[config.mk]
export PLATFORM = sky130hd
export DESIGN_NAME = md5_padder
export DESIGN_NICKNAME = d
export VERILOG_FILES = /design/src/rtl/md5_pkg.sv /design/src/rtl/md5_last_word_pad.sv /design/src/rtl/md5_padder.sv
export SDC_FILE = /design/constraint.sdc
export NUM_CORES = 1
export LEC_CHECK = 0
export BUFFER_PORTS_ARGS = -buffer_cell sky130_fd_sc_hd__buf_4
export CORE_MARGIN = 5
export CORE_UTILIZATION = 61
export CTS_BUF_LIST = sky130_fd_sc_hd__clkbuf_2
export CTS_CLUSTER_SIZE = 20
export DETAILED_ROUTE_END_ITERATION = 7
export PLACE_DENSITY_LB_ADDON = 0.1
export SLEW_MARGIN = 10
export SYNTH_ARGS = -nofsm -noshare
export SYNTH_HDL_FRONTEND = slang
export SYNTH_SLANG_ARGS = --single-unit
[constraint.sdc]
create_clock -name clk_i -period 25.6 [get_ports clk_i]
set_clock_uncertainty 0.2 [all_clocks]
set_input_delay 1.28 -clock clk_i [delete_from_list [all_inputs] [get_ports clk_i]]
set_output_delay 1.28 -clock clk_i [all_outputs]
set_load 0.05 [all_outputs]
[src/rtl/md5_pkg.sv]
// Shared MD5 types and constants.
// Used by the padder and the compression core.
package md5_pkg;

  localparam int         MD5_BLK_W    = 512;
  localparam int         MD5_WORDS    = 16;
  localparam logic [7:0] MD5_PAD_BYTE = 8'h80;

  typedef enum logic [1:0] {
    FILL,
    PAD,
    LEN,
    EMIT
  } md5_pad_st_t;

endpackage

[src/rtl/md5_last_word_pad.sv]
// Final message word shaping: keep the valid bytes,
// drop the rest and insert the 0x80 marker byte.
module md5_last_word_pad
  import md5_pkg::*;
(
  input  logic [31:0] data_i,
  input  logic [2:0]  nbytes_i,
  output logic [31:0] word_o,
  output logic        pad_done_o
);

  always_comb begin
    word_o     = data_i;
    pad_done_o = 1'b0;
    case (nbytes_i)
      3'd1: begin
        word_o     = {16'h0, MD5_PAD_BYTE, data_i[7:0]};
        pad_done_o = 1'b1;
      end
      3'd2: begin
        word_o     = {8'h0, MD5_PAD_BYTE, data_i[15:0]};
        pad_done_o = 1'b1;
      end
      3'd3: begin
        word_o     = {MD5_PAD_BYTE, data_i[23:0]};
        pad_done_o = 1'b1;
      end
      default: ;
    endcase
  end

endmodule

[src/rtl/md5_padder.sv]
// Packs a 32-bit word stream into RFC 1321 padded
// 512-bit blocks for the MD5 core.
module md5_padder
  import md5_pkg::*;
#(
  parameter int LEN_W = 64
) (
  input  logic         clk_i,
  input  logic         rst_i,
  input  logic [31:0]  in_data_i,
  input  logic         in_valid_i,
  input  logic         in_last_i,
  input  logic [2:0]   in_nbytes_i,
  output logic         in_ready_o,
  output logic [511:0] blk_o,
  output logic         blk_valid_o,
  input  logic         blk_ready_i,
  output logic         blk_last_o,
  output logic         busy_o
);

  md5_pad_st_t state_q, state_d;

  logic [31:0]      mem_q [MD5_WORDS];
  logic [3:0]       idx_q;
  logic [LEN_W-1:0] len_q;
  logic             pad_done_q;
  logic             msg_end_q;
  logic             last_q;
  logic             busy_q;

  logic        accept;
  logic        hs;
  logic        wr_top;
  logic        nz;
  logic [4:0]  free_w;
  logic [63:0] len64;
  logic [31:0] lw_word;
  logic        lw_pad;

  md5_last_word_pad u_lwp (
    .data_i     (in_data_i),
    .nbytes_i   (in_nbytes_i),
    .word_o     (lw_word),
    .pad_done_o (lw_pad)
  );

  assign in_ready_o  = (state_q == FILL);
  assign blk_valid_o = (state_q == EMIT);
  assign blk_last_o  = last_q;
  assign busy_o      = busy_q;

  assign accept = in_valid_i & in_ready_o;
  assign hs     = blk_valid_o & blk_ready_i;
  assign wr_top = (idx_q == 4'd15);
  assign nz     = (in_nbytes_i != 3'd0);
  assign free_w = {1'b0, idx_q} + {4'b0, ~pad_done_q};
  assign len64  = 64'(len_q);

  always_comb begin
    blk_o = '0;
    for (int m = 0; m < MD5_WORDS; m++) begin
      blk_o[511-32*m -: 32] = mem_q[m];
    end
  end

  always_ff @(posedge clk_i or posedge rst_i) begin
    if (rst_i) begin
      state_q <= FILL;
    end else begin
      state_q <= state_d;
    end
  end

  always_comb begin
    state_d = state_q;
    case (state_q)
      FILL: begin
        if (accept) begin
          if (in_last_i) begin
            state_d = (wr_top && nz) ? EMIT : PAD;
          end else if (wr_top) begin
            state_d = EMIT;
          end
        end
      end
      PAD: begin
        state_d = (free_w <= 5'd14) ? LEN : EMIT;
      end
      LEN: begin
        state_d = EMIT;
      end
      EMIT: begin
        if (hs) begin
          if (last_q) begin
            state_d = FILL;
          end else if (msg_end_q) begin
            state_d = PAD;
          end else begin
            state_d = FILL;
          end
        end
      end
      default: state_d = FILL;
    endcase
  end

  always_ff @(posedge clk_i or posedge rst_i) begin
    if (rst_i) begin
      idx_q      <= '0;
      len_q      <= '0;
      pad_done_q <= 1'b0;
      msg_end_q  <= 1'b0;
      last_q     <= 1'b0;
      busy_q     <= 1'b0;
      for (int m = 0; m < MD5_WORDS; m++) begin
        mem_q[m] <= '0;
      end
    end else begin
      case (state_q)
        FILL: begin
          if (accept) begin
            busy_q <= 1'b1;
            last_q <= 1'b0;
            if (!in_last_i) begin
              mem_q[idx_q] <= in_data_i;
              len_q        <= len_q + LEN_W'(32);
              idx_q        <= idx_q + 4'd1;
            end else begin
              if (nz) begin
                mem_q[idx_q] <= lw_word;
                idx_q        <= idx_q + 4'd1;
              end
              pad_done_q <= lw_pad;
              len_q      <= len_q + LEN_W'({in_nbytes_i, 3'b000});
              msg_end_q  <= 1'b1;
            end
          end
        end
        PAD: begin
          // free_w is idx+1 when the marker goes in now, so no overlap
          for (int m = 0; m < MD5_WORDS; m++) begin
            if (5'(m) >= free_w) begin
              mem_q[m] <= '0;
            end
          end
          if (!pad_done_q) begin
            mem_q[idx_q] <= {24'h0, MD5_PAD_BYTE};
          end
          pad_done_q <= 1'b1;
          last_q     <= 1'b0;
        end
        LEN: begin
          mem_q[14] <= len64[31:0];
          mem_q[15] <= len64[63:32];
          last_q    <= 1'b1;
        end
        EMIT: begin
          if (hs) begin
            idx_q <= '0;
            if (last_q) begin
              len_q      <= '0;
              pad_done_q <= 1'b0;
              msg_end_q  <= 1'b0;
              last_q     <= 1'b0;
              busy_q     <= 1'b0;
            end
          end
        end
        default: ;
      endcase
    end
  end

endmodule

==> results by group <==
Run
  – Maxcap violations: 0

Cells and area
  – Filler instances: 2819
  – Nets@finish: 2903
  – Share of cells above drive strength 1: 0.3004
  – Multi-input combinational cell area: 9716 um^2
  – Reg area: 14590 um^2
  – Area growth from synthesis to layout: 22.97%

Clocking
  – CTS buffer count: 148
  – Setup Fix Bufs, Post-CTS: 0
  – CTS-repair resized insts: 0
  – Clk slew on worst S/H paths: 110 ps
  – Clock Root Buffer: clkbuf_2
  – CTS Sinks: 583
  – Clk buf depth: 3
  – Worst skew pair latency: 1210 ps
  – Hold-fix buffers at CTS: 0
  – H-tree depth: 4
  – CTS tree: built

STA
  – Final Critical Period: 4365 ps
  – Max Freq: between 0.2 and 0.25 GHz
  – Setup repair after global routing missed its margin: false
  – Tcrit/Tclk final: 0.1705
  – Max Slew Vio Count: 0
  – Relative slew margins: 0.1078
  – Final TNS setup: 0 ps
  – Final hold violation count: 0
  – Setup violations, final: 0
  – Slew @ Worst Pin: 1333 ps

Yosys
  – Adder-cell share of the synthesized area: 0.007688
  – Distinct cells, synth: 90
  – Largest family of logic cells by synthesized area: compound AO/OA/AOI/OAI gates
  – Synth Area in XOR/XNOR: 0.001380
  – Post-synthesis compound-gate area fraction: 0.2624
  – Synthesized area: 25390 um^2
  – Post-synth top flop: dfrtp_1
  – Seq/Total Area, Yosys: 0.5746
  – Post-synthesis mux area share: 0.002464
  – Yosys Warn Count: 0
  – Yosys reg bits: 583
  – Post-Syn Instances: between 2000 and 2500
  – Syn Nets: between 2000 and 2500
  – Syn Area/Cell: 11.03 um^2
  – EDFF count, synth: 0
  – Post-synth ARST share: 1.000
  – Synth Area in Simple Gates: 0.1036

Critical path
  – CP Cell Sequence: inv_1 > ha_1 > inv_2 > a21oi_2 > a211o_1 > a21o_1 > o2bb2ai_1
  – Crit path max fanout: 31
  – Crit path buf inv count: 2
  – Critical Path End Type: flip-flop
  – Worst Setup Path Type: reg2reg
  – Delay-heaviest family, CP: compound AO/OA/AOI/OAI gates
  – Crit path launch: state_q[0]
  – Logic depth of the worst path, buffers included: 7
  – CP startpoint kind: flip-flop
  – CP max-delay cell: a211o_1
  – Req. time, crit path: 26460 ps
  – Critical path arrival: 5220 ps
  – Reg2Reg Depth: 7
  – Worst r2r src: state_q[0]
  – Slowest cell delay on critical path: 880 ps

Pwr
  – Comb pwr share: 0.505
  – Cell Int Power: 1.849 mW
  – Net Sw Frac: 0.5144
  – PD cells: 122.0 nW/um^2
  – P_sw: 1.959 mW
  – Total power: 3.808 mW
  – Worst IR Drop VDD: 108.8 uV
  – Clock Power Share: 0.177
  – Leak: 15.23 nW
  – Seq pwr share: 0.318

Floorplan
  – Die area: 45800 um^2
  – Die width: 214.0 um
  – Core box area: 41020 um^2
  – Num ports: 556
  – Die H: 214.0 um
  – Initial Utilization: 0.6190
  – Rows: 74

Routing
  – Post-detailed-routing wire length: 98520 um
  – Residual DRC: 0
  – Drt pass-1 iters: 6
  – Via count: 23889
  – WL per Instance: 28.25 um
  – DRT antenna net count: 0
  – Drt via density: 6.849
  – First-iteration detailed-routing DRC count: about 3300

Placed design
  – Routability congestion estimate: slightly above 1
  – Hpwl dp: 68610 um
  – # port buffers: 555

Global routing
  – Largest net degree at the start of global routing: 177
  – Global Route Usage Sum: 0.4146
  – Initial antenna violation count: 8
  – Number of global-route vias before repair: 22924
  – First-pass GRT wire length: between 100000 and 150000 um
  – Global route overflow: 0

Worst hold path
  – Hold Crit Class: in2async

Run status
  – Status: completed
==> sequential cells by signal, indices dropped and copies added (netlist names) <==
name and flops:
blk_last_o 1, blk_o 512, busy_o 1, idx_q 4, len64 61, msg_end_q 1
pad_done_q 1, state_q 2
==> layout make-up <==
class	count	area share
diodes	10	0.0008015
flip-flops and latches	583	0.4673
clock buffers	220	0.03527
clock inverters	28	0.008977
well taps	532	0.02132
inverters	89	0.01094
repair buffers	598	0.1442
multi-input cells	1428	0.3112
==> path summary, 6_finish.rpt <==
kind	to	slack, ps
setup reg to reg	blk_o[49]	21240
setup / recovery	blk_o[49]	21240
min in group clk_i	blk_o[408]	230
hold reg to reg	blk_o[71]	280
hold / removal	blk_o[382]	100
max in group asynchronous	blk_o[199]	22080
==> cell usage after synthesis, types with 5 or more instances <==
cell,instances,area [um^2]
a41oi_1,6,52.55
o211ai_1,22,165.2
o21ai_1,12,60.06
buf_4,10,75.07
nand3_1,54,270.3
or3_1,14,87.58
a21oi_1,92,460.4
and3_1,17,106.4
nand2b_1,12,75.07
a22o_1,280,2452
nor4_1,11,68.82
a31oi_1,27,168.9
or4_1,13,97.59
dfrtp_1,583,14590
nand2_1,161,604.3
a22oi_1,25,187.7
a21o_1,9,67.56
buf_2,54,270.3
o311ai_0,5,43.79
nor2b_1,24,150.1
o21ai_0,156,780.8
o2bb2ai_1,137,1200
o221ai_1,9,78.83
inv_1,86,322.8
buf_1,8,30.03
ha_1,14,175.2
clkbuf_1,120,450.4
nand4_1,39,244.0
a32oi_1,30,262.8
and2_1,12,75.07
o22ai_1,18,112.6
nor3b_1,5,37.54
clkbuf_2,9,45.04
o41ai_1,5,43.79
nor2_1,83,311.6
nor3_1,32,160.2
o31ai_1,5,37.54
a211oi_1,5,37.54
==> metrics by stage <==
| step | setup slack, ps | instance area (um^2) | instances | hold WS (ps) | utilization |
|---|---|---|---|---|---|
| 6_report | 21240 | 31220 | 3488 | 95.71 | 0.7611 |
| 5_1_grt | 21050 | 31200 | 3481 | 140.1 | 0.7607 |
| 4_1_cts | 21320 | 31190 | 3478 | 45.65 | 0.7605 |
| 3_5_place_dp | 20750 | 29810 | 3230 | 269.7 | 0.7268 |
| 3_3_place_gp | 20850 | 29810 | 3230 | 260.1 | 0.7268 |
| 2_1_floorplan | 7807 | 25390 | 2302 | 269.8 | - |
==> logic make-up after synthesis <==
logic type                 count (synthesis)
AOI/OAI and AO/OA                        891
muxes                                      6
adders and majority gates                 15
and+or+nand+nor                          512
buffers and inverters                    291
xor gates and xnor gates                   4
DFF                                      583
==> cells in the final DEF, fill, tap and decap left out, types with 12 or more instances in the layout <==
cell type  count
nor3_1        31
nand3_1       54
dfrtp_1      583
a32oi_1       30
clkbuf_2     220
ha_1          13
nor2b_1       24
o2bb2ai_1    137
buf_4        597
a22oi_1       25
a22o_1       280
nor2_1        77
or3_1         14
nand2_1      161
o211ai_1      22
and2_1        13
and3_1        17
nand2b_1      12
nand4_1       39
o22ai_1       18
a31oi_1       26
a21oi_1       92
inv_1         85
or4_1         12
clkinv_1      17
o21ai_0      154
==> power by group through the flow <==
stage	clock network [mW]	registers [mW]	logic, mW
floorplan	0	1.69	0.795
detailed placement	0	1.22	1.89
global placement	0	1.22	1.86
global route	0.722	1.22	1.99
finish	0.673	1.21	1.92
CTS	0.675	1.21	1.89
==> per-layer routing <==
layer / wire (um) / vias up / part of all wire / GRT usage
li1: - / 9848 / - / -
met1: 35270 / 11792 / 0.36 / 0.5362
met2: 44160 / 1919 / 0.45 / 0.6198
met3: 12970 / 330 / 0.13 / 0.1354
met4: 6132 / 0 / 0.062 / 0.2405
met5: 0 / - / 0 / 0
(Power assumes the default switching activity.)
